**config.mk**
```make
export PLATFORM = sky130hd
export DESIGN_NAME = operator_arbiter
export DESIGN_NICKNAME = d
export VERILOG_FILES = /design/src/rtl/operator_arbiter_pkg.sv /design/src/rtl/operator_arbiter_stream_out_reg.sv /design/src/rtl/operator_arbiter.sv
export SDC_FILE = /design/constraint.sdc
export NUM_CORES = 1
export LEC_CHECK = 0
export BUFFER_PORTS_ARGS = -buffer_cell sky130_fd_sc_hd__buf_2
export CAP_MARGIN = 30
export CELL_PAD_IN_SITES_DETAIL_PLACEMENT = 1
export CELL_PAD_IN_SITES_GLOBAL_PLACEMENT = 2
export CORE_MARGIN = 5
export CORE_UTILIZATION = 27
export DETAILED_ROUTE_END_ITERATION = 10
export PLACE_DENSITY = 0.84
export SLEW_MARGIN = 20
export SYNTH_ARGS = -nofsm -noshare
export SYNTH_HDL_FRONTEND = slang
export SYNTH_SLANG_ARGS = --single-unit
```
**constraint.sdc**
```tcl
create_clock -name clk -period 2.8 [get_ports clk]
set_input_delay 0.42 -clock clk [delete_from_list [all_inputs] [get_ports clk]]
set_output_delay 0.42 -clock clk [all_outputs]
set_load 0.01 [all_outputs]
```
**src/rtl/operator_arbiter_pkg.sv**
```systemverilog
// Shared encodings for operator_arbiter: FSM states, requester count and grant type.
package operator_arbiter_pkg;

  localparam int NUM_REQUESTERS = 2;

  localparam logic [2:0] IDLE   = 3'd0;
  localparam logic [2:0] ACCEPT = 3'd1;
  localparam logic [2:0] ISSUE  = 3'd2;
  localparam logic [2:0] WAIT   = 3'd3;
  localparam logic [2:0] RETURN = 3'd4;

  typedef logic grant_t;

  // A tie goes to the requester that was not served last.
  function automatic grant_t rr_pick(input logic [NUM_REQUESTERS-1:0] pending,
                                     input grant_t last_grant);
    if (pending[0] && pending[1]) return ~last_grant;
    return pending[1];
  endfunction

endpackage

```
**src/rtl/operator_arbiter_stream_out_reg.sv**
```systemverilog
// Registered stb/data source: load raises stb with new data, stb drops the cycle after ack.
module stream_out_reg #(
  parameter int BITS = 16
) (
  input  logic            clk,
  input  logic            rst,
  input  logic            load,
  input  logic [BITS-1:0] load_dat,
  output logic [BITS-1:0] dat,
  output logic            stb,
  input  logic            ack
);

  logic            stb_d, stb_q;
  logic [BITS-1:0] dat_d, dat_q;

  always_comb begin
    stb_d = stb_q;
    dat_d = dat_q;
    if (stb_q && ack) stb_d = 1'b0;
    if (load) begin
      stb_d = 1'b1;
      dat_d = load_dat;
    end
  end

  always_ff @(posedge clk) begin
    if (rst) begin
      stb_q <= 1'b0;
      dat_q <= '0;
    end else begin
      stb_q <= stb_d;
      dat_q <= dat_d;
    end
  end

  assign stb = stb_q;
  assign dat = dat_q;

endmodule

```
**src/rtl/operator_arbiter.sv**
```systemverilog
// Shares one two-input stream operator between two requesters, one transaction in flight.
// Build option OPERATOR_ARBITER_STRICT_PRIORITY_EN: requester 0 wins every tie instead of round-robin.
module operator_arbiter #(
  parameter int bits = 16
) (
  input  logic            clk,
  input  logic            rst,
  input  logic [bits-1:0] req0_a,
  input  logic            req0_a_stb,
  output logic            req0_a_ack,
  input  logic [bits-1:0] req0_b,
  input  logic            req0_b_stb,
  output logic            req0_b_ack,
  output logic [bits-1:0] res0,
  output logic            res0_stb,
  input  logic            res0_ack,
  input  logic [bits-1:0] req1_a,
  input  logic            req1_a_stb,
  output logic            req1_a_ack,
  input  logic [bits-1:0] req1_b,
  input  logic            req1_b_stb,
  output logic            req1_b_ack,
  output logic [bits-1:0] res1,
  output logic            res1_stb,
  input  logic            res1_ack,
  output logic [bits-1:0] op_a,
  output logic            op_a_stb,
  input  logic            op_a_ack,
  output logic [bits-1:0] op_b,
  output logic            op_b_stb,
  input  logic            op_b_ack,
  input  logic [bits-1:0] op_res,
  input  logic            op_res_stb,
  output logic            op_res_ack
);

  import operator_arbiter_pkg::*;

  logic [2:0]                state_d, state_q;
  grant_t                    grant_d, grant_q, pick;
  logic [NUM_REQUESTERS-1:0] pending;
  logic [NUM_REQUESTERS-1:0] a_ack_d, a_ack_q, b_ack_d, b_ack_q;
  logic                      op_res_ack_d, op_res_ack_q;
  logic                      op_load;
  logic [NUM_REQUESTERS-1:0] res_load;
  logic [bits-1:0]           grant_a, grant_b;
  logic                      res_stb_g, res_ack_g;
  logic                      op_a_done, op_b_done;

  assign pending   = {req1_a_stb & req1_b_stb, req0_a_stb & req0_b_stb};
  assign grant_a   = grant_q ? req1_a : req0_a;
  assign grant_b   = grant_q ? req1_b : req0_b;
  assign res_stb_g = grant_q ? res1_stb : res0_stb;
  assign res_ack_g = grant_q ? res1_ack : res0_ack;
  assign op_a_done = !op_a_stb || op_a_ack;
  assign op_b_done = !op_b_stb || op_b_ack;

`ifdef OPERATOR_ARBITER_STRICT_PRIORITY_EN
  assign pick = pending[0] ? 1'b0 : 1'b1;
`else
  grant_t last_grant_d, last_grant_q;

  assign pick = rr_pick(pending, last_grant_q);

  always_comb begin
    last_grant_d = last_grant_q;
    if (state_q == RETURN && res_stb_g && res_ack_g) last_grant_d = grant_q;
  end

  // Reset value 1 hands the first tie to requester 0.
  always_ff @(posedge clk) begin
    if (rst) last_grant_q <= 1'b1;
    else     last_grant_q <= last_grant_d;
  end
`endif

  always_comb begin
    state_d  = state_q;
    grant_d  = grant_q;
    op_load  = 1'b0;
    res_load = '0;
    case (state_q)
      IDLE: begin
        if (|pending) begin
          grant_d = pick;
          state_d = ACCEPT;
        end
      end
      ACCEPT: begin
        op_load = 1'b1;
        state_d = ISSUE;
      end
      ISSUE: begin
        if (op_a_done && op_b_done) state_d = WAIT;
      end
      WAIT: begin
        if (op_res_stb && op_res_ack_q) begin
          res_load[grant_q] = 1'b1;
          state_d           = RETURN;
        end
      end
      RETURN: begin
        if (res_stb_g && res_ack_g) state_d = IDLE;
      end
      default: state_d = IDLE;
    endcase

    // Acks are registered, so they are derived from the state being entered.
    a_ack_d = '0;
    b_ack_d = '0;
    if (state_d == ACCEPT) begin
      a_ack_d[grant_d] = 1'b1;
      b_ack_d[grant_d] = 1'b1;
    end
    op_res_ack_d = (state_d == WAIT);
  end

  always_ff @(posedge clk) begin
    if (rst) begin
      state_q      <= IDLE;
      grant_q      <= 1'b0;
      a_ack_q      <= '0;
      b_ack_q      <= '0;
      op_res_ack_q <= 1'b0;
    end else begin
      state_q      <= state_d;
      grant_q      <= grant_d;
      a_ack_q      <= a_ack_d;
      b_ack_q      <= b_ack_d;
      op_res_ack_q <= op_res_ack_d;
    end
  end

  assign req0_a_ack = a_ack_q[0];
  assign req0_b_ack = b_ack_q[0];
  assign req1_a_ack = a_ack_q[1];
  assign req1_b_ack = b_ack_q[1];
  assign op_res_ack = op_res_ack_q;

  stream_out_reg #(.BITS(bits)) u_op_a (
    .clk(clk), .rst(rst), .load(op_load), .load_dat(grant_a),
    .dat(op_a), .stb(op_a_stb), .ack(op_a_ack)
  );

  stream_out_reg #(.BITS(bits)) u_op_b (
    .clk(clk), .rst(rst), .load(op_load), .load_dat(grant_b),
    .dat(op_b), .stb(op_b_stb), .ack(op_b_ack)
  );

  stream_out_reg #(.BITS(bits)) u_res0 (
    .clk(clk), .rst(rst), .load(res_load[0]), .load_dat(op_res),
    .dat(res0), .stb(res0_stb), .ack(res0_ack)
  );

  stream_out_reg #(.BITS(bits)) u_res1 (
    .clk(clk), .rst(rst), .load(res_load[1]), .load_dat(op_res),
    .dat(res1), .stb(res1_stb), .ack(res1_ack)
  );

endmodule

```
== Word level (Yosys, flattened, before mapping) ==
Index checks and enable logic that the tools add are counted.

* Word-level logic and storage cells: 79
* Input port bits: 91
* Register bits: 76
* Output and inout bits: 73

* Bitwise gates (word level): 4
* Equal/unequal tests: 6
* Magnitude comparators: 4
* Muxes and demuxes: 29
* Reduce and logical (&&, ||, !) cells: 23

{| class="wikitable"
|+ Operators with widths
! cell !! count
|-
| 16-bit two-way mux || 2
|-
| 1-bit two-way mux || 18
|-
| 3-bit case mux with 5 select lines || 1
|-
| 1-bit logical AND || 12
|-
| 3-bit two-way mux || 4
|-
| 3-bit by 2-bit == test with 1-bit output (second input constant) || 3
|-
| 2-bit nonzero test || 4
|-
| 3-bit by 1-bit == test with 1-bit output (second input constant) || 2
|-
| 1-bit by 2-bit less-than comparator with 1-bit output (second input constant) || 2
|-
| 2-bit two-way mux || 2
|-
| 2-bit OR reduction || 2
|-
| 3-bit == test (second input constant) || 1
|-
| 3-bit zero test || 1
|-
| 1-bit AND || 2
|-
| 1-bit demux with 1-bit select || 2
|-
| 1-bit greater-or-equal comparator (second input constant) || 2
|-
| 1-bit zero test || 2
|-
| 1-bit logical OR || 2
|-
| 1-bit inverter || 2
|}

== Depth between registers and ports, before layout ==
* Depth in word-level cells: 10
* Gate-level depth with buffers: 7

== Modules after synthesis ==
Synthesis repeated with hierarchy kept, for this count alone.

* Cell total of the unflattened synthesis: 308
* Area total of the unflattened synthesis: 3295.7 um^2

{| class="wikitable"
|+ Modules (own cells, without submodules)
! module !! times used !! cells an instance !! area an instance (um^2)
|-
| stream_out_reg || 4 || 56 || 616.8
|-
| operator_arbiter || 1 || 84 || 828.3
|}

== Worst setup path after synthesis ==
Ideal clock, no wire load.

* Path type: input port to flip-flop
* Start: in op_res_stb
* End: reg u_res1.dat_q[10], in the netlist u_res1.dat[10]
* Path slack: 1349 ps
* Required time: 2676 ps
* Cell stages on the path: 6
* Setup time: 124 ps
* Data arrival time: 1327 ps
* Cell sequence: nand2_1 or3_1 buf_6 buf_12 mux2i_1 nor2_1

* Cells in the longest elaborated chain, start to end: 3

{| class="wikitable"
|+ Ends and longest elaborated chain
! element !! line !! source
|-
| start: declaration || operator_arbiter.sv:33 || <nowiki>input logic op_res_stb,</nowiki>
|-
| 1-bit logical AND || operator_arbiter.sv:97 || <nowiki>if (op_res_stb && op_res_ack_q) begin</nowiki>
|-
| 2-bit two-way mux || operator_arbiter.sv:97 ||
|-
| 2-bit two-way mux || operator_arbiter.sv:82 || <nowiki>case (state_q)</nowiki>
|-
| end signal: assignment || operator_arbiter_stream_out_reg.sv:33 || <nowiki>dat_q <= dat_d;</nowiki>
|-
| end: declaration || operator_arbiter_stream_out_reg.sv:15 || <nowiki>logic [BITS-1:0] dat_d, dat_q;</nowiki>
|}

Every way passes these cells.
A chain may end at the register's enable or synchronous reset.

== Worst setup path in the final report ==
* Start: reg state_q[2]
* End: reg u_res1.dat_q[3], in the netlist u_res1.dat[3]

* Cells in the longest elaborated chain, start to end: 2

{| class="wikitable"
|+ Ends and longest elaborated chain
! element !! line !! source
|-
| start: declaration || operator_arbiter.sv:39 || <nowiki>logic [2:0] state_d, state_q;</nowiki>
|-
| start signal: assignment || operator_arbiter.sv:126 || <nowiki>state_q <= state_d;</nowiki>
|-
| 3-bit by 2-bit == test with 1-bit output || operator_arbiter.sv:82 ||
|-
| 2-bit two-way mux || operator_arbiter.sv:82 ||
|}

Every way passes these cells.

==> flow_metrics.py <==
metrics = {
    "drt": {
        "drtIter0Drc": 70,
        "wl_met2_mm": 5.17,
        "firstDrtPassIters": 4,
        "wire_per_inst_um": 15.4,
        "highest_layer": "met4",
        "drt_wl_total_mm": 9.31,
        "drcViolationCount": 0,
        "num_vias": 2751,
        "via_per_inst": 4.54,
        "ant_nets": 0,
        "met1_length_mm": 3.58,
        "wl_met3_um": 434,
    },
    "clock_tree": {
        "numCtsBuffers": 9,
        "cts_max_level": 3,
        "hold_buffers": 0,
        "cts.sinks": 76,
        "clock_latency_ns": 0.32,
        "postCtsSetupBuffers": 0,
        "clkTransAtPathRegs_ns": 0.06,
        "cts_tree": "done",
        "cts_resized": 0,
        "cts_max_path_buffers": 2,
        "root_buffer": "clkbuf_16",
    },
    "sta": {
        "setup_viol_count_final": 0,
        "fin_setup_tns_ns": 0,
        "tightest_slew_ns": 0.938,
        "slew-limit-headroom_pct": 37.5,
        "fin_skew_ns": 0.00533,
        "drv_slew": 0,
        "fmax_mhz": 526,
        "period_share_pct": 67.9,
        "hold_viol_final": 0,
        "period_minus_slack_ns": 1.90,
        "rsz0062_at_grt": "no",
    },
    "floorplan": {
        "die-area_um2": 13500,
        "fp.dieW_um": 116,
        "rows": 38,
        "core_area_um2": 11000,
        "io_pins": 164,
        "initial_utilization_pct": 27.8,
        "fp.dieH_um": 116,
    },
    "job": {
        "cap_violations": 0,
    },
    "finish": {
        "drive_gt1_share_pct": 40.3,
        "finalNetCount": 554,
        "syn_to_final_growth_pct": 38.2,
        "antenna_cells": 0,
        "final_cell_mix": "163 x buf_2, 75 x dfxtp_1, 73 x nor2_1",
        "mostFrequentLayoutCell": "buf_2",
    },
    "worst_setup_path": {
        "worstPathMaxFanout": 17,
        "crit_path_max_incr_delay_ns": 0.75,
        "start_kind": "register",
        "cp_slowest_cell": "or3_1",
        "crit_path_end_kind": "register",
        "crit_required_ns": 3.00,
        "criticalPathCategory": "register to register",
        "cp.arrival_ns": 2.10,
        "path_cells": "nand3b_1 -> or3_1 -> mux2i_1 -> nor2_1",
        "cpLargestDelayFamily": "simple AND/OR/NAND/NOR gates",
        "crit_buf_inv": 0,
    },
    "yosys": {
        "synth_area_per_cell_um2": 9.91,
        "synthDistinctLibCells": 30,
        "syn-cell-area_um2": 3050,
        "synth_seq_cells": 76,
        "yosys_warnings": 0,
        "syn-num-nets": 399,
        "ys_seq_area_share_pct": 49.8,
        "syn-instance-count": 308,
    },
    "global_routing": {
        "grt.total_usage_pct": 13.5,
        "grt_first_pass_wirelength_mm": 14.3,
        "grt-ovfl-total": 0,
        "grt_antenna_before_repair": 0,
        "grt_max_degree": 36,
        "grt_pass1_vias": 2875,
    },
    "run_status": {
        "status": "finished, final reports clean",
    },
    "placed_design": {
        "dp_hpwl_mm": 7.27,
        "gp_congestion": 0.681,
        "port_buffers": 163,
    },
    "pwr": {
        "powerDensity_nw_per_um2": 650,
        "max-vdd-ir-drop_uv": 337,
        "power_mw": 2.74,
        "leakage_nw": 2.01,
    },
    "hold_path": {
        "min_path_type": "input pin to register",
    },
}
cell families after synthesis:
kind of cell / after synthesis / share of synthesized area, %
multiplexers: 64 / 21.0
AO/OA/AOI/OAI: 45 / 10.5
buffers and inverters: 28 / 5.53
AND/OR/NAND/NOR: 95 / 13.2
flip-flops: 76 / 49.8
synth_stat cells (all sizes together):
library cell   n  area share, %
mux2i         64             21
a31o           1           0.29
nand4b         1           0.29
o2111ai        1           0.29
and2b          1           0.29
or3            1           0.21
nand2b         3           0.61
and3           2           0.41
inv            3           0.37
and3b          1           0.29
and2           1           0.25
clkbuf         6           0.74
a21oi          4           0.66
nand3          1           0.16
a31oi          3           0.61
dfxtp         76             50
nor2          73            9.0
a211oi        32            7.9
dlygate4sd1    1           0.29
nand3b         1           0.25
o21ai          3           0.49
buf           18            4.1
a22o           1           0.29
nor3b          1           0.25
nor3           2           0.33
nand2          7           0.86
per-stage QoR:
| stage | hold slack, ns | std cells | area (um2) | worst slack (ns) | utilization, % |
|---|---|---|---|---|---|
| 2_1_floorplan | 0.440 | 308 | 3050 | 1.35 | - |
| 3_3_place_gp | 0.467 | 592 | 3940 | 0.877 | 35.9 |
| 3_5_place_dp | 0.477 | 592 | 3940 | 0.803 | 35.9 |
| 4_1_cts | 0.332 | 606 | 4220 | 0.838 | 38.4 |
| 5_1_grt | 0.358 | 606 | 4220 | 0.771 | 38.4 |
| 6_report | 0.344 | 606 | 4220 | 0.899 | 38.4 |
sequential cells by signal (all words and copies together), names as in the netlist:
| register | count |
|---|---|
| u_op_a.stb | 1 |
| b_ack_q | 2 |
| u_op_b.stb | 1 |
| u_res1.stb | 1 |
| state_q | 3 |
| u_op_a.dat | 16 |
| u_res1.dat | 16 |
| u_res0.dat | 16 |
| op_res_ack | 1 |
| last_grant_q | 1 |
| u_res0.stb | 1 |
| grant_q | 1 |
| u_op_b.dat | 16 |
final cells by class:
| cell class | instances | area (um2) |
|---|---|---|
| fill | 1301 | 6770 |
| clock inverter | 5 | 55.1 |
| tap | 140 | 175 |
| clock buffer | 9 | 225 |
| timing repair buffer | 169 | 861 |
| sequential | 76 | 1520 |
| multi-input combinational | 204 | 1370 |
| inverter | 3 | 11.3 |
report_power, final:
group	switching [mW]	internal [mW]	total, mW	leakage, nW
Sequential	0.0399	1.16	1.20	0.619
Clock	0.428	0.676	1.10	0.133
Combinational	0.245	0.194	0.439	1.25
Total	0.713	2.03	2.74	2.01
final timing paths:
path / slack (ns) / end / cells past startpoint / from
setup / recovery: 0.90 / u_res1.dat[3] / 4 / state_q[2]
hold / removal: 0.34 / u_res1.dat[2] / 3 / op_res[2]
setup reg to reg: 0.90 / u_res1.dat[3] / 4 / state_q[2]
hold reg to reg: 0.48 / u_res1.stb / 2 / u_res1.stb
per-layer routing:
layer	global-route usage, %	vias to the layer above
li1	-	1378
met1	14.8	1296
met2	25.0	67
met3	3.42	10
met4	4.87	0
met5	0	-
worst reg2reg max path, cell delays in order (launching register included):
cell	delay, ns
dfxtp_1	0.45
nand3b_1	0.21
or3_1	0.75
mux2i_1	0.30
nor2_1	0.07
(Power assumes the default switching activity.)
